`src/rtl/pwm_dither_dac_pkg.sv`:
```
// Shared constants for the dithered PWM DAC channels.
// Also used by the register block when packing the config word.
package pwm_dither_dac_pkg;

  localparam int DUTY_W   = 8;
  localparam int SEQ_LEN  = 16;
  localparam int CCW      = DUTY_W + SEQ_LEN;

  localparam int DUTY_MSB = CCW - 1;
  localparam int DUTY_LSB = SEQ_LEN;
  localparam int SEQ_MSB  = SEQ_LEN - 1;

endpackage

```
`src/rtl/pwm_dither_dac.sv`:
```
// One PWM DAC channel: 2**DUTY_W-clock periods, SEQ_LEN-period
// dither frame, config shadowed at frame boundaries.
module pwm_dither_dac #(
  parameter int DUTY_W  = pwm_dither_dac_pkg::DUTY_W,
  parameter int SEQ_LEN = pwm_dither_dac_pkg::SEQ_LEN,
  parameter bit INVERT  = 1'b0
) (
  input  logic                      clk_i,
  input  logic                      rstn_i,
  input  logic                      en_i,
  input  logic [DUTY_W+SEQ_LEN-1:0] cfg_i,
  output logic                      pwm_o,
  output logic                      period_o,
  output logic                      frame_o,
  output logic [DUTY_W+SEQ_LEN-1:0] cfg_used_o
);

  localparam int CW    = DUTY_W + SEQ_LEN;
  localparam int IDX_W = $clog2(SEQ_LEN);

  logic [DUTY_W-1:0]  r_cnt;
  logic [IDX_W-1:0]   r_idx;
  logic [CW-1:0]      r_shadow;
  logic               r_pwm;
  logic               r_period;
  logic               r_frame;

  logic [DUTY_W-1:0]  w_duty;
  logic [SEQ_LEN-1:0] w_seq;
  logic               w_dbit;
  logic [DUTY_W:0]    w_thr;
  logic               w_high;
  logic               w_last_cnt;
  logic               w_last_idx;
  logic               w_frame_end;

  assign w_duty      = r_shadow[CW-1:SEQ_LEN];
  assign w_seq       = r_shadow[SEQ_LEN-1:0];
  assign w_dbit      = w_seq[r_idx];
  // 9-bit threshold so duty 255 plus a dither bit reaches 256.
  assign w_thr       = {1'b0, w_duty} + (DUTY_W+1)'(w_dbit);
  assign w_high      = ({1'b0, r_cnt} < w_thr);
  assign w_last_cnt  = &r_cnt;
  assign w_last_idx  = (r_idx == IDX_W'(SEQ_LEN - 1));
  assign w_frame_end = w_last_cnt && w_last_idx;

  // Period counter and dither index; both held at zero while idle.
  always_ff @(posedge clk_i or negedge rstn_i) begin
    if (!rstn_i) begin
      r_cnt <= '0;
      r_idx <= '0;
    end else if (!en_i) begin
      r_cnt <= '0;
      r_idx <= '0;
    end else begin
      r_cnt <= r_cnt + 1'b1;
      if (w_last_cnt) r_idx <= r_idx + 1'b1;
    end
  end

  // Shadow tracks cfg_i while idle, otherwise reloads only at frame end.
  always_ff @(posedge clk_i or negedge rstn_i) begin
    if (!rstn_i) begin
      r_shadow <= '0;
    end else if (!en_i || w_frame_end) begin
      r_shadow <= cfg_i;
    end
  end

  // Registered compare and strobes, aligned to the same pre-edge count.
  always_ff @(posedge clk_i or negedge rstn_i) begin
    if (!rstn_i) begin
      r_pwm    <= INVERT;
      r_period <= 1'b0;
      r_frame  <= 1'b0;
    end else if (!en_i) begin
      r_pwm    <= INVERT;
      r_period <= 1'b0;
      r_frame  <= 1'b0;
    end else begin
      r_pwm    <= INVERT ^ w_high;
      r_period <= w_last_cnt;
      r_frame  <= w_frame_end;
    end
  end

  assign pwm_o      = r_pwm;
  assign period_o   = r_period;
  assign frame_o    = r_frame;
  assign cfg_used_o = r_shadow;

endmodule

```
`config.mk`:
```
export PLATFORM = sky130hd
export DESIGN_NAME = pwm_dither_dac
export DESIGN_NICKNAME = d
export VERILOG_FILES = /design/src/rtl/pwm_dither_dac_pkg.sv /design/src/rtl/pwm_dither_dac.sv
export SDC_FILE = /design/constraint.sdc
export NUM_CORES = 1
export LEC_CHECK = 0
export CORE_MARGIN = 3
export CORE_UTILIZATION = 40
export CTS_CLUSTER_SIZE = 30
export DETAILED_ROUTE_END_ITERATION = 10
export PLACE_DENSITY = 0.68
export SYNTH_ARGS = -nofsm -noshare
export SYNTH_HDL_FRONTEND = slang
export SYNTH_SLANG_ARGS = --single-unit
```
`constraint.sdc`:
```
create_clock -name clk_i -period 4.24 [get_ports clk_i]
set_clock_uncertainty 0.15 [all_clocks]
set_input_delay 0.848 -clock clk_i [delete_from_list [all_inputs] [get_ports clk_i]]
set_output_delay 0.848 -clock clk_i [all_outputs]
set_load 0.02 [all_outputs]
```
**Word level (Yosys, flattened, before mapping)**

Index checks and enable logic that the tools add are counted.

- Word-level logic and storage cells: 25
- Bits of input ports: 27
- Register bits after elaboration: 39
- Output and inout bits: 27

- Add/subtract/negate cells: 3
- $lt $le $gt $ge: 2
- Muxes and demuxes: 8
- Eq/ne operators: 2
- Reduce and logical (&&, ||, !) cells: 4

Operators by type and width:

| cell | number |
|---|---|
| 8-bit by 1-bit adder with 9-bit output | 1 |
| 8-bit by 9-bit < comparator with 1-bit output | 1 |
| 8-bit by 1-bit adder with 8-bit output (second input constant) | 1 |
| 4-bit 2-to-1 mux | 2 |
| 8-bit 2-to-1 mux | 1 |
| 8-bit AND reduction | 1 |
| 4-bit by 5-bit < comparator with 1-bit output (second input constant) | 1 |
| 4-bit by 1-bit adder with 4-bit output (second input constant) | 1 |
| 1-bit binary-select mux with 4-bit select | 1 |
| 4-bit equality test (second input constant) | 1 |
| 1-bit 2-to-1 mux | 4 |
| 2-bit by 1-bit != test with 1-bit output (second input constant) | 1 |
| 1-bit logical AND | 1 |
| 1-bit logical NOT | 1 |
| 1-bit logical OR | 1 |

**Longest topological paths before layout**

Gate-level depths: netlist of the first run.

- Word-level depth: 5
- Depth in mapped cells: 13
- Depth with buffers taken out: 12

**Worst setup path after synthesis of the first run**

No wires, ideal clock.

- Path type: register to register
- From: register r_idx[0]
- To: register r_pwm (netlist: pwm_o)
- Required time: 4.023 ns
- Cell stages (with the launch flop): 14
- Path buffers: 1
- Setup slack: 1.038 ns
- Setup time: 0.067 ns
- Period minus slack after synthesis: 3.202 ns
- Data arrival time: 2.986 ns
- Path through: dfrtp_1 buf_6 mux4_1 mux4_2 ha_1 ha_1 nand3_1 nor2_1 xnor2_1 ha_1 a21o_1 a211oi_1 o21ai_0 nand2_1

- Longest elaborated chain between the ends: 5

Ends and longest elaborated chain:

| item | line | RTL |
|---|---|---|
| start: declaration | pwm_dither_dac.sv:22 | `logic [IDX_W-1:0] r_idx;` |
| start signal: assignment | pwm_dither_dac.sv:57 | `if (w_last_cnt) r_idx <= r_idx + 1'b1;` |
| 1-bit binary-select mux with 4-bit select | pwm_dither_dac.sv:39 | `assign w_dbit = w_seq[r_idx];` |
| 1-bit 2-to-1 mux (not written as such) | pwm_dither_dac.sv:39 |  |
| 8-bit by 1-bit adder with 9-bit output | pwm_dither_dac.sv:41 | `assign w_thr = {1'b0, w_duty} + (DUTY_W+1)'(w_dbit);` |
| 8-bit by 9-bit < comparator with 1-bit output | pwm_dither_dac.sv:42 | `assign w_high = ({1'b0, r_cnt} < w_thr);` |
| 1-bit 2-to-1 mux | pwm_dither_dac.sv:76 | `end else if (!en_i) begin` |
| end signal: assignment | pwm_dither_dac.sv:81 | `r_pwm <= INVERT ^ w_high;` |
| end: declaration | pwm_dither_dac.sv:24 | `logic r_pwm;` |

Every way passes these cells. The select of a mux whose other input is x is not followed.
A chain may end at the register's enable or synchronous reset.

**Final worst setup path of the first run**

Same ends and word-level chain as after synthesis.

==> summary.md, run 1 <==
| Metric | Value |
|---|---|
| Post-synthesis cell count | 148 |
| FF-to-FF Start | r_idx[0] |
| Hold EP | r_cnt[0] |
| DR WL/cell | 15.1 um |
| Req. time, crit path | 4310 ps |
| R2r worst-path depth | 12 |
| HP Start | r_cnt[0] |
| #FFs+latches synth | 39 |
| Initial antenna violation count | 0 |
| Post_cts resized | 0 |
| Post-CTS Setup Bufs | 0 |
| Buffer depth of the longest clock path | 2 |
| Core area | 0.00456 mm2 |
| Number of global-route vias before repair | 1436 |
| Min cycle time layout | 3480 ps |
| Syn Nets | 187 |
| Total power draw | 878 uW |
| H-tree depth | 2 |
| Final-report setup violation count | 0 |
| Max-slew headroom | 43.4% |
| Largest net degree at the start of global routing | 40 |
| First-pass DRT Iterations | 4 |
| F_max | 287 MHz |
| Maximum VDD drop | 181 uV |
| Clk_lat worst skew | 280 ps |
| Antenna diodes | 0 |
| Top_reg_cell synth | dfrtp_1 |
| Setup crit start kind | flop |
| Hold/Removal Path Class | reg2reg |
| Sequential fraction of the synthesis area | 49.5% |
| Final Hold Viols | 0 |
| Die height | 76.2 um |
| Setup TNS | 0 ps |
| Crit path kind | reg2reg |
| Synthesized area per cell | 13.3 um2 |
| Synth async-reset ratio | 100% |
| EDFF count, synth | 0 |
| Clock Sinks | 39 |
| Detailed Place HPWL | 3060 um |
| Hold_buf cts | 0 |
| Row cnt | 24 |
| R2R Path End | pwm_o |
| Initial core utilization | 43.2% |
| CTS tree | yes |
| Port buffer count | 53 |
| # nets final | 243 |
| Most frequent cells after synthesis | dfrtp_1 (39), mux2_2 (23), ha_1 (12) |
| CTS Buf Count | 5 |
| I/O pin cnt | 54 |
| Ys Warns | 0 |
| Synth Cell Area | 0.00197 mm2 |
| Setup ws final | 760 ps |
| Count leader, synth | dfrtp_1 |
| Endpoint class of the critical path | flop |
| Top cell type's share of synthesized area | 49.5% |
| Final worst-path cycle share | 82.1% |
| Place WS | 789 ps |
| Critical-path maximum fanout | 7 |
| R2R setup slack | 760 ps |
| First-pass GRT wire length | 6960 um |
| Initial DRC count | 41 |
| WHS Path Cells | 1 |
| CTS Root Cell | clkbuf_8 |
| Final wirelength | 4090 um |
| Crit path DAT | 3550 ps |
| Layout cells sized above 1 | 17.1% |
| Vias | 1381 |
| Antenna Nets Post-Route | 0 |
| Gr ovfl total | 0 |
| Gr usage total | 14.7% |
| Layout Utilization | 57.9% |
| Worst-Margin Slew | 850 ps |
| Top post-synthesis cells by area | dfrtp_1 (49%), mux2_2 (13%), ha_1 (7.6%), mux4_1 (5.3%), xor2_1 (3.6%) |
| Clock transition at path regs | 70 ps |
| Synth unique cells | 32 |
| Gpl congestion | 0.769 |
| Pwr/cell area | 332 mW/mm2 |
| LEAKAGE | 0.00112 uW |
| Vias/cell | 5.11 |
| RSZ-0062 raised after global routing | no |
| Die area | 0.00581 mm2 |
| Run status | completed |
| Synthesis-to-layout area growth | 33.9% |
| Final Max Slew Viols | 0 |
| Die Width | 76.2 um |
| Post-route DRC | 0 |
| Top cell type by total area after synthesis | dfrtp_1 |
| Max-cap violations | 0 |
==> stage by stage <==
stage	hold slack [ps]	instance area [um2]	std cells
2_1_floorplan	280	1970	148
5_1_grt	335	2640	270
3_5_place_dp	309	2540	262
3_3_place_gp	309	2540	262
6_report	321	2640	270
4_1_cts	319	2640	270
==> logic make-up after synthesis <==
kind of cell | synth area share, %
compound gates | 4.76
xor+xnor | 5.77
fa+ha+maj | 7.61
buf+inv | 2.47
flops | 49.5
mux | 20.7
simple gates | 9.26
==> flip-flops by register name, summed over array words and instances (netlist names) <==
register and count:
r_idx 4, pwm_o 1, frame_o 1, r_cnt 8, cfg_used_o 24, period_o 1
==> power breakdown <==
group / internal, uW / leakage, uW / switching (uW)
clock network: 148 / 0.0000515 / 121
logic: 103 / 0.000589 / 79.4
registers: 398 / 0.000483 / 27.9
==> how the worst max path moves through the flow <==
| stage | slack, ps | start | cells after the start | endpoint |
|---|---|---|---|---|
| 2_1_floorplan | 1040 | r_idx[0] | 13 | pwm_o |
| 3_3_place_gp | 940 | r_idx[0] | 12 | pwm_o |
| 3_5_place_dp | 790 | r_idx[0] | 12 | pwm_o |
| 4_1_cts | 750 | r_idx[0] | 12 | pwm_o |
| 5_1_grt | 520 | r_idx[0] | 12 | pwm_o |
| 6_report | 760 | r_idx[0] | 12 | pwm_o |
==> layout by cell type, fill, tap and decap left out, drive strengths merged, types with 2 or more instances in the layout <==
master	instances
and3	4
mux2	24
a211oi	2
mux4	5
nor2	11
clkdlybuf4s50	52
nand2b	2
dfrtp	39
nand2	3
or3	2
xor2	8
xnor2	5
inv	3
a21oi	2
clkbuf	8
nand3	8
ha	12
o21ai	5
==> per-layer routing <==
layer  wire (um)  track usage, %
met5           0               0
met4           0            3.08
met3         271            4.61
met2        2010            24.5
met1        1800            18.8
==> area by class of cell <==
type	count	area, um2
Fill cell	384	1920
Clock buffer	8	100
Sequential cell	39	976
Multi-Input combinational cell	102	948
Tap cell	65	81.3
Inverter	3	11.3
Timing Repair Buffer	53	526
==> worst max-delay path, cell delays in order (launching register included) <==
cell	delay (ps)
dfrtp_1	500
mux4_1	600
mux4_2	480
ha_1	200
ha_1	200
nand3_1	120
nor2_1	80
xnor2_1	130
ha_1	290
a21o_1	200
a211oi_1	270
a41oi_1	90
nand2_1	100
No activity file was read; power rests on OpenSTA's default activity.
==> run 2, diff against run 1 <==
PLACE_DENSITY = 0.71   (was 0.68)
clock period = 2.9 ns   (was 4.24 ns; I/O delays follow)
==> run 2 against run 1 <==
Effect of this change: the run now ends with negative setup slack left; utilization grew 4.6 points; sequential share of layout area shrank 2.6 points; via count grew 5.4%; cell count grew 7.8%; highest routed layer is now met4.
==> summary.md, run 2 (synthesized netlist as in run 1, its figures left out) <==
| Metric | Value |
|---|---|
| Run status | finished with violations (was completed) |
| Failing checks | negative setup slack |
| GR Util met2 | 27.2% (was 24.5%) |
| Detailed Place HPWL | 3370 um (was 3060 um) |
| Non-Filler Instances | 291 (was 270) |
| FF-to-FF Start | r_idx[0] (unchanged) |
| Crit path DAT | 3230 ps (was 3550 ps) |
| CTS Root Cell | clkbuf_8 (unchanged) |
| I/O pin cnt | 54 (unchanged) |
| R2r worst-path depth | 12 (unchanged) |
| CTS Buf Count | 5 (unchanged) |
| Synthesis-to-layout area growth | 44.5% (was 33.9%) |
| CP bufs+invs | 0 (unchanged) |
| Max-slew headroom | 40.9% (was 43.4%) |
| CTS tree | yes (unchanged) |
| Port buffer count | 53 (unchanged) |
| Crit. Startpoint | r_idx[0] (unchanged) |
| Place WS | -366 ps (was 789 ps) |
| CP Depth | 12 (unchanged) |
| First-pass GRT wire length | 7510 um (was 6960 um) |
| Hold_buf cts | 0 (unchanged) |
| Max reg flops | 24 (unchanged) |
| Clock Sinks | 39 (unchanged) |
| Final Hold Viols | 0 (unchanged) |
| Most frequent cells in the layout | clkdlybuf4s50_1 (52), dfrtp_1 (38), mux2_2 (23) (was clkdlybuf4s50_1 (52), dfrtp_1 (39), mux2_2 (23)) |
| Met1 Resource Use GR | 19.2% (was 18.8%) |
| Setup ws final | -251 ps (was 760 ps) |
| Die height | 76.2 um (unchanged) |
| Antenna diodes | 0 (unchanged) |
| Clock transition at path regs | 70 ps (about the same) |
| Endpoint class of the critical path | flop (unchanged) |
| Die area | 0.00581 mm2 (unchanged) |
| Die Width | 76.2 um (unchanged) |
| Final std cell area, no fill | 0.00285 mm2 (was 0.00264 mm2) |
| Initial DRC count | 25 (was 41) |
| Req. time, crit path | 2980 ps (was 4310 ps) |
| Gpl congestion | 0.830 (was 0.769) |
| Crit path kind | reg2reg (unchanged) |
| Final Max Slew Viols | 0 (unchanged) |
| Worst path max stage delay | 550 ps (was 600 ps) |
| Antenna Nets Post-Route | 0 (unchanged) |
| Commonest non-fill, non-tap cell in the layout | clkdlybuf4s50_1 (unchanged) |
| Pwr/cell area | 458 mW/mm2 (was 332 mW/mm2) |
| DP Cell Count | 283 (was 262) |
| Final wirelength | 4320 um (was 4090 um) |
| R2R setup slack | -250 ps (was 760 ps) |
| Min cycle time layout | 3150 ps (was 3480 ps) |
| First-pass DRT Iterations | 4 (unchanged) |
| Gr usage total | 15.9% (was 14.7%) |
| Vias | 1456 (was 1381) |
| Maximum VDD drop | 259 uV (was 181 uV) |
| Largest net degree at the start of global routing | 40 (unchanged) |
| Worst path cell trace | mux4_2, mux4_2, ha_4, ha_4, nand3_2, nor2_2, xnor2_1, ha_1, a21o_1, a211oi_2, a41oi_2, nand2_1 (was mux4_1, mux4_2, ha_1, ha_1, nand3_1, nor2_1, xnor2_1, ha_1, a21o_1, a211oi_1, a41oi_1, nand2_1) |
| Crit path to | pwm_o (unchanged) |
| CP max-delay cell | mux4_2 (was mux4_1) |
| Sequential Area | 977 um2 (was 976 um2) |
| H-tree depth | 2 (unchanged) |
| Fillers | 379 (was 384) |
| DR WL/cell | 14.8 um (was 15.1 um) |
| Final-report setup violation count | 1 (was 0) |
| R2R Path End | pwm_o (unchanged) |
| GR Layer Usage met3 | 4.96% (was 4.61%) |
| Core area | 0.00456 mm2 (unchanged) |
| Layout cells sized above 1 | 31.4% (was 17.1%) |
| Critical-path maximum fanout | 5 (was 7) |
| Buffer depth of the longest clock path | 2 (unchanged) |
| Vias/cell | 5.00 (was 5.11) |
| Post-route DRC | 0 (unchanged) |
| Initial antenna violation count | 0 (unchanged) |
| RSZ-0062 raised after global routing | yes (was no) |
| Gr ovfl total | 0 (unchanged) |
| F_max | 317 MHz (was 287 MHz) |
| Worst-Margin Slew | 886 ps (was 850 ps) |
| Most Crowded Layer GR | met2 (unchanged) |
| Initial core utilization | 43.2% (unchanged) |
| LEAKAGE | 0.00122 uW (was 0.00112 uW) |
| Setup crit start kind | flop (unchanged) |
| Top delay family on crit path | multiplexers (unchanged) |
| Final worst-path cycle share | 109% (was 82.1%) |
| Post-Place Cell Area | 0.00274 mm2 (was 0.00254 mm2) |
| Max-cap violations | 0 (unchanged) |
| Clk_lat worst skew | 280 ps (about the same) |
| Multi-input logic area | 998 um2 (was 948 um2) |
| Hold/Removal Path Class | in2async (was reg2reg) |
| Number of global-route vias before repair | 1560 (was 1436) |
| Row cnt | 24 (unchanged) |
| # nets final | 265 (was 243) |
run 2: changes by cell type in the layout (fill, tap and decap cells not counted), moves of 2 or more:
cell      change
a211oi_1      -2
a211oi_2      +2
buf_4        +21
ha_1          -3
ha_4          +3
mux4_1        -4
mux4_2        +4
run 2: timing repair:
item | in CTS | in global routing
setup endpoints to repair | 1 | 1
buffers inserted | 1 | 0
pin swaps | 3 | 6
gates resized for setup | 1 | 4
hold endpoints to repair | 0 | 0
run 2: metrics by stage:
stage	hold slack [ps]	power [uW]	utilization, %	setup TNS [ps]
2_1_floorplan	134	771	-	-182
6_report	266	1310	62.4	-251
5_1_grt	322	1370	62.4	-402
3_5_place_dp	328	955	59.9	-366
3_3_place_gp	308	945	59.9	-257
4_1_cts	276	1330	62.0	-300
run 2: layout make-up:
| class | instances | share of cell area, % |
|---|---|---|
| clock inverter | 1 | 0.176 |
| timing repair buffer | 75 | 24.4 |
| multi-input combinational | 102 | 35.0 |
| clock buffer | 6 | 2.90 |
| inverter | 3 | 0.395 |
| tap | 65 | 2.85 |
| sequential | 39 | 34.3 |
run 2: how the worst min path moves through the flow:
stage	depth (start not counted)	from	to	slack, ps
after floorplan	0	rstn_i	cfg_used_o[0]	130
after global placement	1	r_cnt[0]	r_cnt[0]	310
after detailed placement	1	r_cnt[0]	r_cnt[0]	330
after CTS	1	rstn_i	frame_o	280
after global routing	1	rstn_i	r_cnt[5]	320
final	1	rstn_i	r_cnt[6]	270
run 2: power breakdown:
group	leakage [uW]	switching [uW]	total (uW)	internal, uW
registers	0.000482	38.5	621	582
clock network	0.0000470	173	359	186
logic	0.000688	136	326	191
total	0.00122	347	1310	960
run 2: per-layer routing:
layer	part of all wire (%)	vias to the layer above	routed length, um
met3	6.3	9	273
met2	50	50	2150
met4	1.6	0	68
li1	-	687	-
met1	42	710	1830
met5	0	-	0
